### config.mk
export PLATFORM = sky130hd
export DESIGN_NAME = usart_tx_sched_flat
export DESIGN_NICKNAME = d
export VERILOG_FILES = /design/src/rtl/usart_pkg.sv /design/src/rtl/usart_tx_sched_if.sv /design/src/rtl/sync_byte_fifo.sv /design/src/rtl/usart_tx_sched.sv /design/src/flat_wrapper.sv
export SDC_FILE = /design/constraint.sdc
export NUM_CORES = 1
export LEC_CHECK = 0
export BUFFER_PORTS_ARGS = -buffer_cell sky130_fd_sc_hd__clkbuf_2
export CAP_MARGIN = 20
export CORE_ASPECT_RATIO = 0.7
export CORE_MARGIN = 1.5
export CORE_UTILIZATION = 50
export DETAILED_ROUTE_END_ITERATION = 10
export PLACE_DENSITY = 0.83
export SYNTH_ARGS = -nofsm -noshare
export SYNTH_HDL_FRONTEND = slang
export SYNTH_HIERARCHICAL = 1
export SYNTH_SLANG_ARGS = --single-unit
### constraint.sdc
create_clock -name clk -period 2.2 [get_ports clk]
set_input_delay 0.66 -clock clk [delete_from_list [all_inputs] [get_ports clk]]
set_output_delay 0.66 -clock clk [all_outputs]
set_load 0.03 [all_outputs]
### src/rtl/usart_pkg.sv
// usart_pkg: usart_ctrl command codes and transmit scheduler state encoding.
package usart_pkg;
  localparam logic [2:0] USART_CMD_NOP  = 3'd0;
  localparam logic [2:0] USART_CMD_CFG  = 3'd1;
  localparam logic [2:0] USART_CMD_TX   = 3'd2;
  localparam logic [2:0] USART_CMD_RX   = 3'd3;
  localparam logic [2:0] USART_CMD_STAT = 3'd4;
  typedef enum logic [1:0] {IDLE, ISSUE, WAIT_ACK, WAIT_DONE} tx_state_t;
endpackage

### src/rtl/usart_tx_sched_if.sv
// usart_tx_sched_if: requester handshakes, usart_ctrl strobe/busy and status of the TX scheduler.
interface usart_tx_sched_if #(parameter int DEPTH = 4);
  logic                    req0_valid;
  logic [7:0]              req0_data;
  logic                    req0_ready;
  logic                    req1_valid;
  logic [7:0]              req1_data;
  logic                    req1_ready;
  logic                    usart_write;
  logic [2:0]              usart_cmd;
  logic [7:0]              usart_data;
  logic                    usart_busy;
  logic [$clog2(DEPTH):0]  fifo_level;
  logic                    timeout_err;
  modport master (
    output req0_valid, req0_data, req1_valid, req1_data, usart_busy,
    input  req0_ready, req1_ready, usart_write, usart_cmd, usart_data, fifo_level, timeout_err
  );
  modport slave (
    input  req0_valid, req0_data, req1_valid, req1_data, usart_busy,
    output req0_ready, req1_ready, usart_write, usart_cmd, usart_data, fifo_level, timeout_err
  );
endinterface

### src/rtl/sync_byte_fifo.sv
// sync_byte_fifo: single-clock byte FIFO with show-ahead head and occupancy level.
module sync_byte_fifo #(
  parameter int DEPTH = 4
) (
  input  logic                   clk,
  input  logic                   reset,
  input  logic                   push,
  input  logic [7:0]             push_data,
  input  logic                   pop,
  output logic [7:0]             pop_data,
  output logic                   full,
  output logic                   empty,
  output logic [$clog2(DEPTH):0] level
);
  localparam int AW = $clog2(DEPTH);
  logic [7:0]    mem [DEPTH];
  logic [AW-1:0] wr_ptr;
  logic [AW-1:0] rd_ptr;
  assign full     = level == (AW+1)'(DEPTH);
  assign empty    = level == '0;
  assign pop_data = mem[rd_ptr];
  always_ff @(posedge clk) begin
    if (reset) begin
      wr_ptr <= '0;
      rd_ptr <= '0;
      level  <= '0;
    end else begin
      if (push) begin
        mem[wr_ptr] <= push_data;
        wr_ptr      <= wr_ptr + 1'b1;
      end
      if (pop) rd_ptr <= rd_ptr + 1'b1;
      if (push != pop) level <= push ? level + 1'b1 : level - 1'b1;
    end
  end
endmodule

### src/rtl/usart_tx_sched.sv
// usart_tx_sched: round-robin merge of two byte sources into a FIFO that feeds usart_ctrl one byte per busy handshake.
module usart_tx_sched
  import usart_pkg::*;
#(
  parameter int         DEPTH       = 4,
  parameter int         ACK_TIMEOUT = 15,
  parameter logic [2:0] TX_CMD      = USART_CMD_TX
) (
  input  logic            clk,
  input  logic            reset,
  usart_tx_sched_if.slave bus
);
  localparam int CW = $clog2(ACK_TIMEOUT + 1);
  tx_state_t              state;
  logic                   rr;
  logic                   pop;
  logic                   can_push;
  logic                   gnt0;
  logic                   gnt1;
  logic                   full;
  logic                   empty;
  logic [7:0]             head;
  logic [$clog2(DEPTH):0] level;
  logic [CW-1:0]          cnt;
  logic [CW-1:0]          cnt_nxt;
  logic                   write;
  logic [2:0]             cmd;
  logic [7:0]             data;
  logic                   err;
  // a full FIFO still accepts a byte in the cycle the FSM pops its head
  always_comb begin
    pop      = state == IDLE && !empty;
    can_push = !reset && (!full || pop);
    gnt0     = can_push && bus.req0_valid && (!bus.req1_valid || !rr);
    gnt1     = can_push && bus.req1_valid && !gnt0;
    cnt_nxt  = cnt + 1'b1;
  end
  sync_byte_fifo #(.DEPTH(DEPTH)) fifo (
    .clk       (clk),
    .reset     (reset),
    .push      (gnt0 || gnt1),
    .push_data (gnt0 ? bus.req0_data : bus.req1_data),
    .pop       (pop),
    .pop_data  (head),
    .full      (full),
    .empty     (empty),
    .level     (level)
  );
  // rr names the requester that wins the next tie; the strobe is registered so it lands in ISSUE
  always_ff @(posedge clk) begin
    if (reset) begin
      state <= IDLE;
      rr    <= 1'b0;
      write <= 1'b0;
      cmd   <= '0;
      data  <= '0;
      err   <= 1'b0;
      cnt   <= '0;
    end else begin
      if (gnt0 || gnt1) rr <= gnt0;
      write <= pop;
      case (state)
        IDLE: if (!empty) begin
          data  <= head;
          cmd   <= TX_CMD;
          state <= ISSUE;
        end
        ISSUE: begin
          cnt   <= '0;
          state <= WAIT_ACK;
        end
        WAIT_ACK: if (bus.usart_busy) state <= WAIT_DONE;
        else begin
          cnt <= cnt_nxt;
          if (cnt_nxt == CW'(ACK_TIMEOUT)) begin
            err   <= 1'b1;
            state <= IDLE;
          end
        end
        WAIT_DONE: if (!bus.usart_busy) state <= IDLE;
      endcase
    end
  end
  assign bus.req0_ready  = gnt0;
  assign bus.req1_ready  = gnt1;
  assign bus.usart_write = write;
  assign bus.usart_cmd   = cmd;
  assign bus.usart_data  = data;
  assign bus.fifo_level  = level;
  assign bus.timeout_err = err;
endmodule
### src/flat_wrapper.sv
// flat-port wrapper written by rule: the top's interface ports become plain ports
module usart_tx_sched_flat import usart_pkg::*;
#(
  parameter int         DEPTH       = 4,
  parameter int         ACK_TIMEOUT = 15,
  parameter logic [2:0] TX_CMD      = USART_CMD_TX
)
  (clk, reset, bus_req0_valid, bus_req0_data, bus_req1_valid, bus_req1_data, bus_usart_busy, bus_req0_ready, bus_req1_ready, bus_usart_write, bus_usart_cmd, bus_usart_data, bus_fifo_level, bus_timeout_err);
  usart_tx_sched_if #(.DEPTH(DEPTH)) bus_i ();
  input  logic clk;
  input  logic reset;
  input wire logic [$bits(bus_i.req0_valid)-1:0] bus_req0_valid;
  input wire logic [$bits(bus_i.req0_data)-1:0] bus_req0_data;
  input wire logic [$bits(bus_i.req1_valid)-1:0] bus_req1_valid;
  input wire logic [$bits(bus_i.req1_data)-1:0] bus_req1_data;
  input wire logic [$bits(bus_i.usart_busy)-1:0] bus_usart_busy;
  output wire logic [$bits(bus_i.req0_ready)-1:0] bus_req0_ready;
  output wire logic [$bits(bus_i.req1_ready)-1:0] bus_req1_ready;
  output wire logic [$bits(bus_i.usart_write)-1:0] bus_usart_write;
  output wire logic [$bits(bus_i.usart_cmd)-1:0] bus_usart_cmd;
  output wire logic [$bits(bus_i.usart_data)-1:0] bus_usart_data;
  output wire logic [$bits(bus_i.fifo_level)-1:0] bus_fifo_level;
  output wire logic [$bits(bus_i.timeout_err)-1:0] bus_timeout_err;
  assign bus_i.req0_valid = bus_req0_valid;
  assign bus_i.req0_data = bus_req0_data;
  assign bus_i.req1_valid = bus_req1_valid;
  assign bus_i.req1_data = bus_req1_data;
  assign bus_i.usart_busy = bus_usart_busy;
  assign bus_req0_ready = bus_i.req0_ready;
  assign bus_req1_ready = bus_i.req1_ready;
  assign bus_usart_write = bus_i.usart_write;
  assign bus_usart_cmd = bus_i.usart_cmd;
  assign bus_usart_data = bus_i.usart_data;
  assign bus_fifo_level = bus_i.fifo_level;
  assign bus_timeout_err = bus_i.timeout_err;
  usart_tx_sched #(.DEPTH(DEPTH), .ACK_TIMEOUT(ACK_TIMEOUT), .TX_CMD(TX_CMD)) u_core (.clk(clk), .reset(reset), .bus(bus_i));
endmodule
==> Word level (Yosys, flattened, before mapping) <==
Memory sizes are Yosys's and may differ from the RTL's. A register that Yosys moved wholly into a read port is not among the register bits.
Cells that the tools add are included.
{ "word_totals": {"ff_bits": 17, "mem_bits_rw": 32, "out_inout_bits": 18, "wordCells": 61, "n_memories": 1} }
{ "memory_table": {"columns": ["memory", "words", "word_bits", "read_ports", "rd_ports_with_merged_regs", "write_ports", "line", "text"], "rows": [
  ["u_core.fifo.mem", 4, 8, 1, 1, 1, "sync_byte_fifo.sv:16", "logic [7:0] mem [DEPTH];"]
]} }
{ "classes": {"addsub": 5, "eq_ne": 10, "mux": 12, "bitwise_logic": 2, "reduce_logical": 22} }
{ "op_table": {"columns": ["operator", "count"], "rows": [
  ["2-to-1 mux 2 bit", 4],
  ["2-to-1 mux 8 bit", 1],
  ["case mux 2 bit (4 select lines)", 1],
  ["case mux 4 bit (2 select lines)", 1],
  ["logical AND 1 bit", 6],
  ["zero test 1 bit", 6],
  ["!= test 2 bit (second input constant)", 3],
  ["AND reduction 3 bit", 2],
  ["adder 2 x 1 -> 2 bit (second input constant)", 2],
  ["adder 4 x 1 -> 4 bit (second input constant)", 1],
  ["equality test 2 bit (second input constant)", 2],
  ["equality test 4 bit (second input constant)", 1],
  ["2-to-1 mux 4 bit", 1],
  ["AND reduction 2 bit", 2],
  ["adder 3 x 1 -> 3 bit (second input constant)", 1],
  ["equality test 3 bit (second input constant)", 1],
  ["zero test 3 bit", 1],
  ["logical OR 1 bit", 3],
  ["2-to-1 mux 1 bit", 3],
  ["2-to-1 mux 3 bit", 1],
  ["!= test 3 x 2 -> 1 bit (second input constant)", 1],
  ["subtractor 3 x 1 -> 3 bit (second input constant)", 1],
  ["equality test 2 x 1 -> 1 bit (second input constant)", 1],
  ["zero test 2 bit", 1],
  ["3 further kinds", 4]
]} }

==> Logic depth before layout (Yosys ltp) <==
{ "depth": {"word_depth": 13, "mapped_depth": 10, "mapped_depth_nobuf": 9} }

==> Modules after synthesis <==
The synthesis kept the hierarchy.
{ "modules_own_cells": {"columns": ["mod", "instances", "cells_each", "area_per_inst_um2", "seq_area_each_um2"], "rows": [
  ["sync_byte_fifo", 1, 88, 1621.6, 1141.1],
  ["usart_tx_sched", 1, 114, 947.2, 360.3]
]} }

==> Worst setup path before layout <==
No wires, ideal clock.
{ "synth_timing": {"path_type": "reg2reg", "startpoint": "register u_core.fifo.level[0]", "endpoint": "register u_core.fifo.level[2]", "arrival_time_ns": 2.375, "path_slack_ns": -0.297, "stages_incl_launch_ff": 11, "n_path_buf": 1, "cell_sequence": "dfxtp_1 > nor3_1 > or3_4 > a21oi_2 > o21a_1 > buf_6 > inv_1 > fa_1 > and3b_1 > nor3_1 > nor3b_2"} }
{ "synth_between": {"elab_chain_cells": 11, "elab_cells_between_ends": 17, "cone_classes": "add/sub (2); eq/ne (2); mux (1); reduce/logical (12)"} }
{ "synth_lines": {"columns": ["element", "line", "text"], "rows": [
  ["start, declared", "sync_byte_fifo.sv:13", "output logic [$clog2(DEPTH):0] level"],
  ["start signal, assigned", "sync_byte_fifo.sv:33", "if (push != pop) level <= push ? level + 1'b1 : level - 1'b1;"],
  ["zero test 3 bit (*)", "sync_byte_fifo.sv:20", "assign empty = level == '0;"],
  ["named net u_core.empty", "usart_tx_sched.sv:21", "logic empty;"],
  ["zero test 1 bit (*)", "usart_tx_sched.sv:32", "pop = state == IDLE && !empty;"],
  ["logical AND 1 bit (*)", "usart_tx_sched.sv:32", null],
  ["logical OR 1 bit", "usart_tx_sched.sv:33", "can_push = !reset && (!full || pop);"],
  ["logical AND 1 bit", "usart_tx_sched.sv:33", null],
  ["logical AND 1 bit (2 in series)", "usart_tx_sched.sv:34", "gnt0 = can_push && bus.req0_valid && (!bus.req1_valid || !rr);"],
  ["zero test 1 bit", "usart_tx_sched.sv:35", "gnt1 = can_push && bus.req1_valid && !gnt0;"],
  ["logical AND 1 bit", "usart_tx_sched.sv:35", null],
  ["logical OR 1 bit", "usart_tx_sched.sv:41", ".push (gnt0 || gnt1),"],
  ["2-to-1 mux 3 bit or != test 1 bit (tied branches)", "sync_byte_fifo.sv:33", null]
]} }
The timed path passes the listed nets; every way through them passes the cells marked *.
A chain may end at the register's enable or synchronous reset.

==> Worst setup path after layout <==
{ "layout_timing": {"startpoint": "register u_core.fifo.level[2]", "endpoint": "output port bus_req0_ready"} }
{ "layout_between": {"elab_chain_cells": 7, "elab_cells_between_ends": 9, "cone_classes": "eq/ne (1); reduce/logical (8)"} }
{ "layout_lines": {"columns": ["element", "line", "text"], "rows": [
  ["zero test 3 bit", "sync_byte_fifo.sv:20", null],
  ["named net u_core.empty", "usart_tx_sched.sv:21", null],
  ["zero test 1 bit", "usart_tx_sched.sv:32", null],
  ["logical AND 1 bit", "usart_tx_sched.sv:32", null],
  ["logical OR 1 bit", "usart_tx_sched.sv:33", null],
  ["logical AND 1 bit", "usart_tx_sched.sv:33", null],
  ["logical AND 1 bit (2 in series)", "usart_tx_sched.sv:34", null],
  ["end, declared", "flat_wrapper.sv:17", "output wire logic [$bits(bus_i.req0_ready)-1:0] bus_req0_ready;"]
]} }
The timed path passes the listed nets, and every way through them passes these cells.

==> impl_metrics.prom <==
# TYPE chip_impl_metric gauge
chip_impl_metric{name="cp.arrival",unit="ps"} 1620
chip_impl_metric{name="p_switching",unit="mW"} 1.39
chip_impl_metric{name="timing.reg2reg.setup_slack",unit="ps"} -20
chip_impl_metric{name="final_min_period_over_clock_period",unit=""} 1.04
chip_impl_metric{name="pre_cts_setup_slack",unit="ps"} 54.5
chip_impl_metric{name="die_y",unit="um"} 63.0
chip_impl_metric{name="number_of_antenna_violating_nets_in_the_routed_design",unit=""} 0
chip_impl_metric{name="overall_die_area",unit="sq um"} 5580
chip_impl_info{name="worst_r2r_startpoint",value="u_core/fifo/level[2]"} 1
chip_impl_info{name="timing.hold.worst.class",value="flop to flop"} 1
chip_impl_info{name="whs_endpoint",value="u_core/bus.usart_data[3]"} 1
chip_impl_metric{name="initial_antenna_violation_count",unit=""} 0
chip_impl_metric{name="site_row_count",unit=""} 21
chip_impl_info{name="status",value="finished with violations"} 1
chip_impl_metric{name="critical_path_buf_inv_count",unit=""} 1
chip_impl_metric{name="slew_viol_final",unit=""} 0
chip_impl_metric{name="grt_use_total",unit=""} 0.215
chip_impl_info{name="synthTopCellsByCount",value="edfxtp_1 (32), dfxtp_1 (27), nand2_1 (23)"} 1
chip_impl_metric{name="power_density",unit="nW/um^2"} 1230
chip_impl_metric{name="dpl.hpwl",unit="um"} 3370
chip_impl_metric{name="synth-seq-area-share",unit=""} 0.585
chip_impl_info{name="netlist_top_cells_area",value="edfxtp_1 (37%), dfxtp_1 (21%), mux4_2 (7.0%), mux2_2 (3.5%), nand2_1 (3.4%)"} 1
chip_impl_metric{name="fin_area",unit="sq um"} 3200
chip_impl_metric{name="first_global_vias",unit=""} 1725
chip_impl_metric{name="final_util",unit=""} 0.659
chip_impl_metric{name="dp_cells",unit=""} 307
chip_impl_metric{name="synth_area",unit="sq um"} 2570
chip_impl_metric{name="share_clk_of_total_power",unit=""} 0.251
chip_impl_metric{name="maxSlewHeadroom",unit=""} 0.638
chip_impl_metric{name="hold_buffers_post_cts",unit=""} 0
chip_impl_metric{name="fin_hold_ws",unit="ps"} 454
chip_impl_info{name="grt_setup_unrepaired",value="yes"} 1
chip_impl_metric{name="number_of_hold_slack_violations_in_the_final_timing_report",unit=""} 0
chip_impl_metric{name="combinationalPowerShare",unit=""} 0.366
chip_impl_metric{name="grt_start_max_net_pins",unit=""} 28
chip_impl_metric{name="clock_sinks",unit=""} 59
chip_impl_metric{name="ios",unit=""} 39
chip_impl_info{name="path_delay_family",value="simple AND/OR/NAND/NOR gates"} 1
chip_impl_info{name="cp-end-kind",value="output pin"} 1
chip_impl_metric{name="avg_synthesized_cell_area",unit="sq um"} 12.7
chip_impl_metric{name="clkTransAtPathRegs",unit="ps"} 60
chip_impl_metric{name="netlist_instances",unit=""} 202
chip_impl_metric{name="core_area",unit="sq um"} 4860
chip_impl_metric{name="total_congestion_overflow_after_global_routing",unit=""} 0
chip_impl_metric{name="power.ir.vdd_worst",unit="uV"} 541
chip_impl_info{name="yosys_most_used_dff",value="edfxtp_1"} 1
chip_impl_metric{name="synth.ff_latch_count",unit=""} 59
chip_impl_info{name="tritoncts",value="built"} 1
chip_impl_metric{name="wl",unit="um"} 5110
chip_impl_info{name="critPathSlowestCell",value="dfxtp_4"} 1
chip_impl_info{name="start_kind",value="flop"} 1
chip_impl_metric{name="worst_ep_required_time",unit="ps"} 1540
chip_impl_metric{name="avgViaCountPerCell",unit=""} 5.16
chip_impl_metric{name="drt-pass1-iter-count",unit=""} 4
chip_impl_metric{name="power.share.switching",unit=""} 0.353
chip_impl_metric{name="fraction_of_registers_with_async_set_or_reset_after_synthesis",unit=""} 0
chip_impl_metric{name="areaGrowthSynthToFinish",unit="%"} 24.7
chip_impl_metric{name="timing.critical_path.slowest_cell_delay",unit="ps"} 360
chip_impl_metric{name="cellLeakagePower",unit="nW"} 1.23
chip_impl_metric{name="maxCapViolations",unit=""} 0
chip_impl_info{name="hold_path_start",value="u_core/bus.usart_data[3]"} 1
chip_impl_metric{name="clock_tree.buffer_depth",unit=""} 2
chip_impl_info{name="worst-setup-path-type",value="flop to output pin"} 1
chip_impl_metric{name="num-nets-final",unit=""} 283
chip_impl_metric{name="layout-drive-gt1-share",unit=""} 0.381
chip_impl_info{name="cp_cell_sequence",value="nor3_2 -> or3_4 -> a21oi_4 -> and3_4 -> buf_8"} 1
chip_impl_metric{name="tightestPinTransition",unit="ps"} 543
chip_impl_metric{name="route.vias.total",unit=""} 1697
chip_impl_metric{name="gp_congestion",unit=""} 0.804
chip_impl_metric{name="totalPowerFinal",unit="mW"} 3.95
chip_impl_metric{name="min_path_cells",unit=""} 2
chip_impl_info{name="yosysTopAreaCell",value="edfxtp_1"} 1
chip_impl_metric{name="maximum_clock_frequency",unit="MHz"} 438
chip_impl_metric{name="final-setup-viol-count",unit=""} 3
chip_impl_metric{name="timing.final.ws_setup",unit="ps"} -83.8
chip_impl_metric{name="layout_min_cycle_time",unit="ps"} 2280
chip_impl_metric{name="clkLatencyLatePin",unit="ps"} 340
chip_impl_metric{name="remaining_drc_errors",unit=""} 0
chip_impl_info{name="rr_endpoint",value="u_core/fifo/level[2]"} 1
chip_impl_metric{name="initial_core_util",unit=""} 0.528
chip_impl_metric{name="dieWidth",unit="um"} 88.7
chip_impl_metric{name="drtIter0Drc",unit=""} 114
chip_impl_metric{name="placed_area",unit="sq um"} 2900
chip_impl_info{name="clock_tree.root_cell",value="clkbuf_8"} 1
chip_impl_info{name="violations",value="negative setup slack"} 1
chip_impl_metric{name="setup_tns",unit="ps"} -172
chip_impl_metric{name="grt_pass1_wl",unit="um"} 8490
chip_impl_metric{name="synth_top_area_frac",unit=""} 0.374
chip_impl_metric{name="timing.clock.skew",unit="ps"} 11.8
chip_impl_metric{name="antenna_cells_inserted",unit=""} 0
chip_impl_info{name="yosysMostFrequentCell",value="edfxtp_1"} 1
chip_impl_metric{name="yosys_warnings",unit=""} 6
chip_impl_metric{name="intPower",unit="mW"} 2.56
chip_impl_metric{name="wl_per_cell",unit="um"} 15.5
chip_impl_metric{name="numCtsBuffers",unit=""} 9
chip_impl_metric{name="power.sequential.fraction",unit=""} 0.383
chip_impl_metric{name="synth_edf_count",unit=""} 32
chip_impl_metric{name="synth_cell_types",unit=""} 43
chip_impl_metric{name="path_max_fanout",unit=""} 3
chip_impl_metric{name="io_buffers",unit=""} 36
chip_impl_metric{name="htree_depth",unit=""} 3
chip_impl_metric{name="final-instance-count-excl-fill",unit=""} 329
chip_impl_metric{name="r2r.worst_path.cells",unit=""} 9
-- power by group through the flow --
stage / Combinational, mW / Clock (mW) / Sequential, mW
2_1_floorplan: 0.780 / 0 / 1.70
3_3_place_gp: 1.26 / 0 / 1.54
3_5_place_dp: 1.30 / 0 / 1.56
4_1_cts: 1.40 / 1.01 / 1.52
5_1_grt: 1.57 / 1.05 / 1.55
6_report: 1.45 / 0.992 / 1.52
-- worst max-delay path by stage --
stage | startpoint | end | cells after the start
6_report | u_core/fifo/level[2] | bus_req0_ready | 5
5_1_grt | u_core/fifo/level[2] | bus_req0_ready | 5
4_1_cts | u_core/fifo/level[2] | bus_req0_ready | 5
3_5_place_dp | u_core/fifo/level[0] | u_core/fifo/level[2] | 9
3_3_place_gp | u_core/fifo/level[0] | u_core/fifo/level[2] | 9
2_1_floorplan | u_core/fifo/level[0] | u_core/fifo/level[2] | 10
-- registers in the layout, indices dropped and copies added, names as in the netlist, 2 cells and up, named ones only --
signal                 flops
u_core/bus.usart_data      8
u_core/cnt                 4
u_core/fifo/level          3
u_core/fifo/mem           32
u_core/fifo/rd_ptr         2
u_core/fifo/wr_ptr         2
u_core/state               2
-- worst register-to-register path: cells and delay by family, from the launching register on --
kind                     cells  cell delay [ps]
AO/OA/AOI/OAI                3              490
adder cells (fa/ha/maj)      1              390
buffers and inverters        1               70
flip-flops                   1              360
AND/OR/NAND/NOR              4              800
-- cells by family (layout without fill, tap and decap cells) --
| family | Yosys count | in the layout | share of synthesized area |
|---|---|---|---|
| and+or+nand+nor | 64 | 64 | 0.130 |
| DFF | 59 | 59 | 0.585 |
| AOI/OAI and AO/OA | 28 | 28 | 0.0677 |
| muxes | 19 | 19 | 0.117 |
| buffers and inverters | 18 | 75 | 0.0390 |
| adders and majority gates | 7 | 7 | 0.0370 |
| xor gates and xnor gates | 6 | 6 | 0.0234 |
| other | 1 | 2 | 0.00146 |
-- cell usage in the layout (no fill, tap or decap), types with 4 or more instances in the layout --
master,instances
ha_1,6
clkbuf_8,10
nand2_1,23
mux2_2,8
mux4_2,8
a21oi_1,14
clkbuf_2,34
edfxtp_1,32
nor2_1,18
dfxtp_1,23
and2_1,4
inv_1,4
buf_4,14
-- per-layer routing --
| layer | up-vias | GRT usage | wire (um) | part of all wire |
|---|---|---|---|---|
| met4 | 0 | 0.0820 | 74 | 0.014 |
| met1 | 812 | 0.266 | 2280 | 0.45 |
| met5 | - | 0 | 0 | 0 |
| met2 | 48 | 0.334 | 2420 | 0.47 |
| li1 | 831 | - | - | - |
| met3 | 6 | 0.0898 | 336 | 0.066 |
-- timing repair --
| action | 4_1_cts | 5_1_grt |
|---|---|---|
| resized for setup | 9 | 3 |
| pin swaps | 1 | 2 |
| setup buffers | 4 | 2 |
| setup endpoints to repair | 2 | 3 |
-- area by class of cell --
type	count	area, sq um
fillers	350	1660
flip-flops and latches	59	1510
multi-input cells	126	1010
repair buffers	53	365
clock buffers	14	195
well taps	69	86.3
inverters	6	22.5
clock inverters	2	13.8
Power figures use the tool's default switching activity.
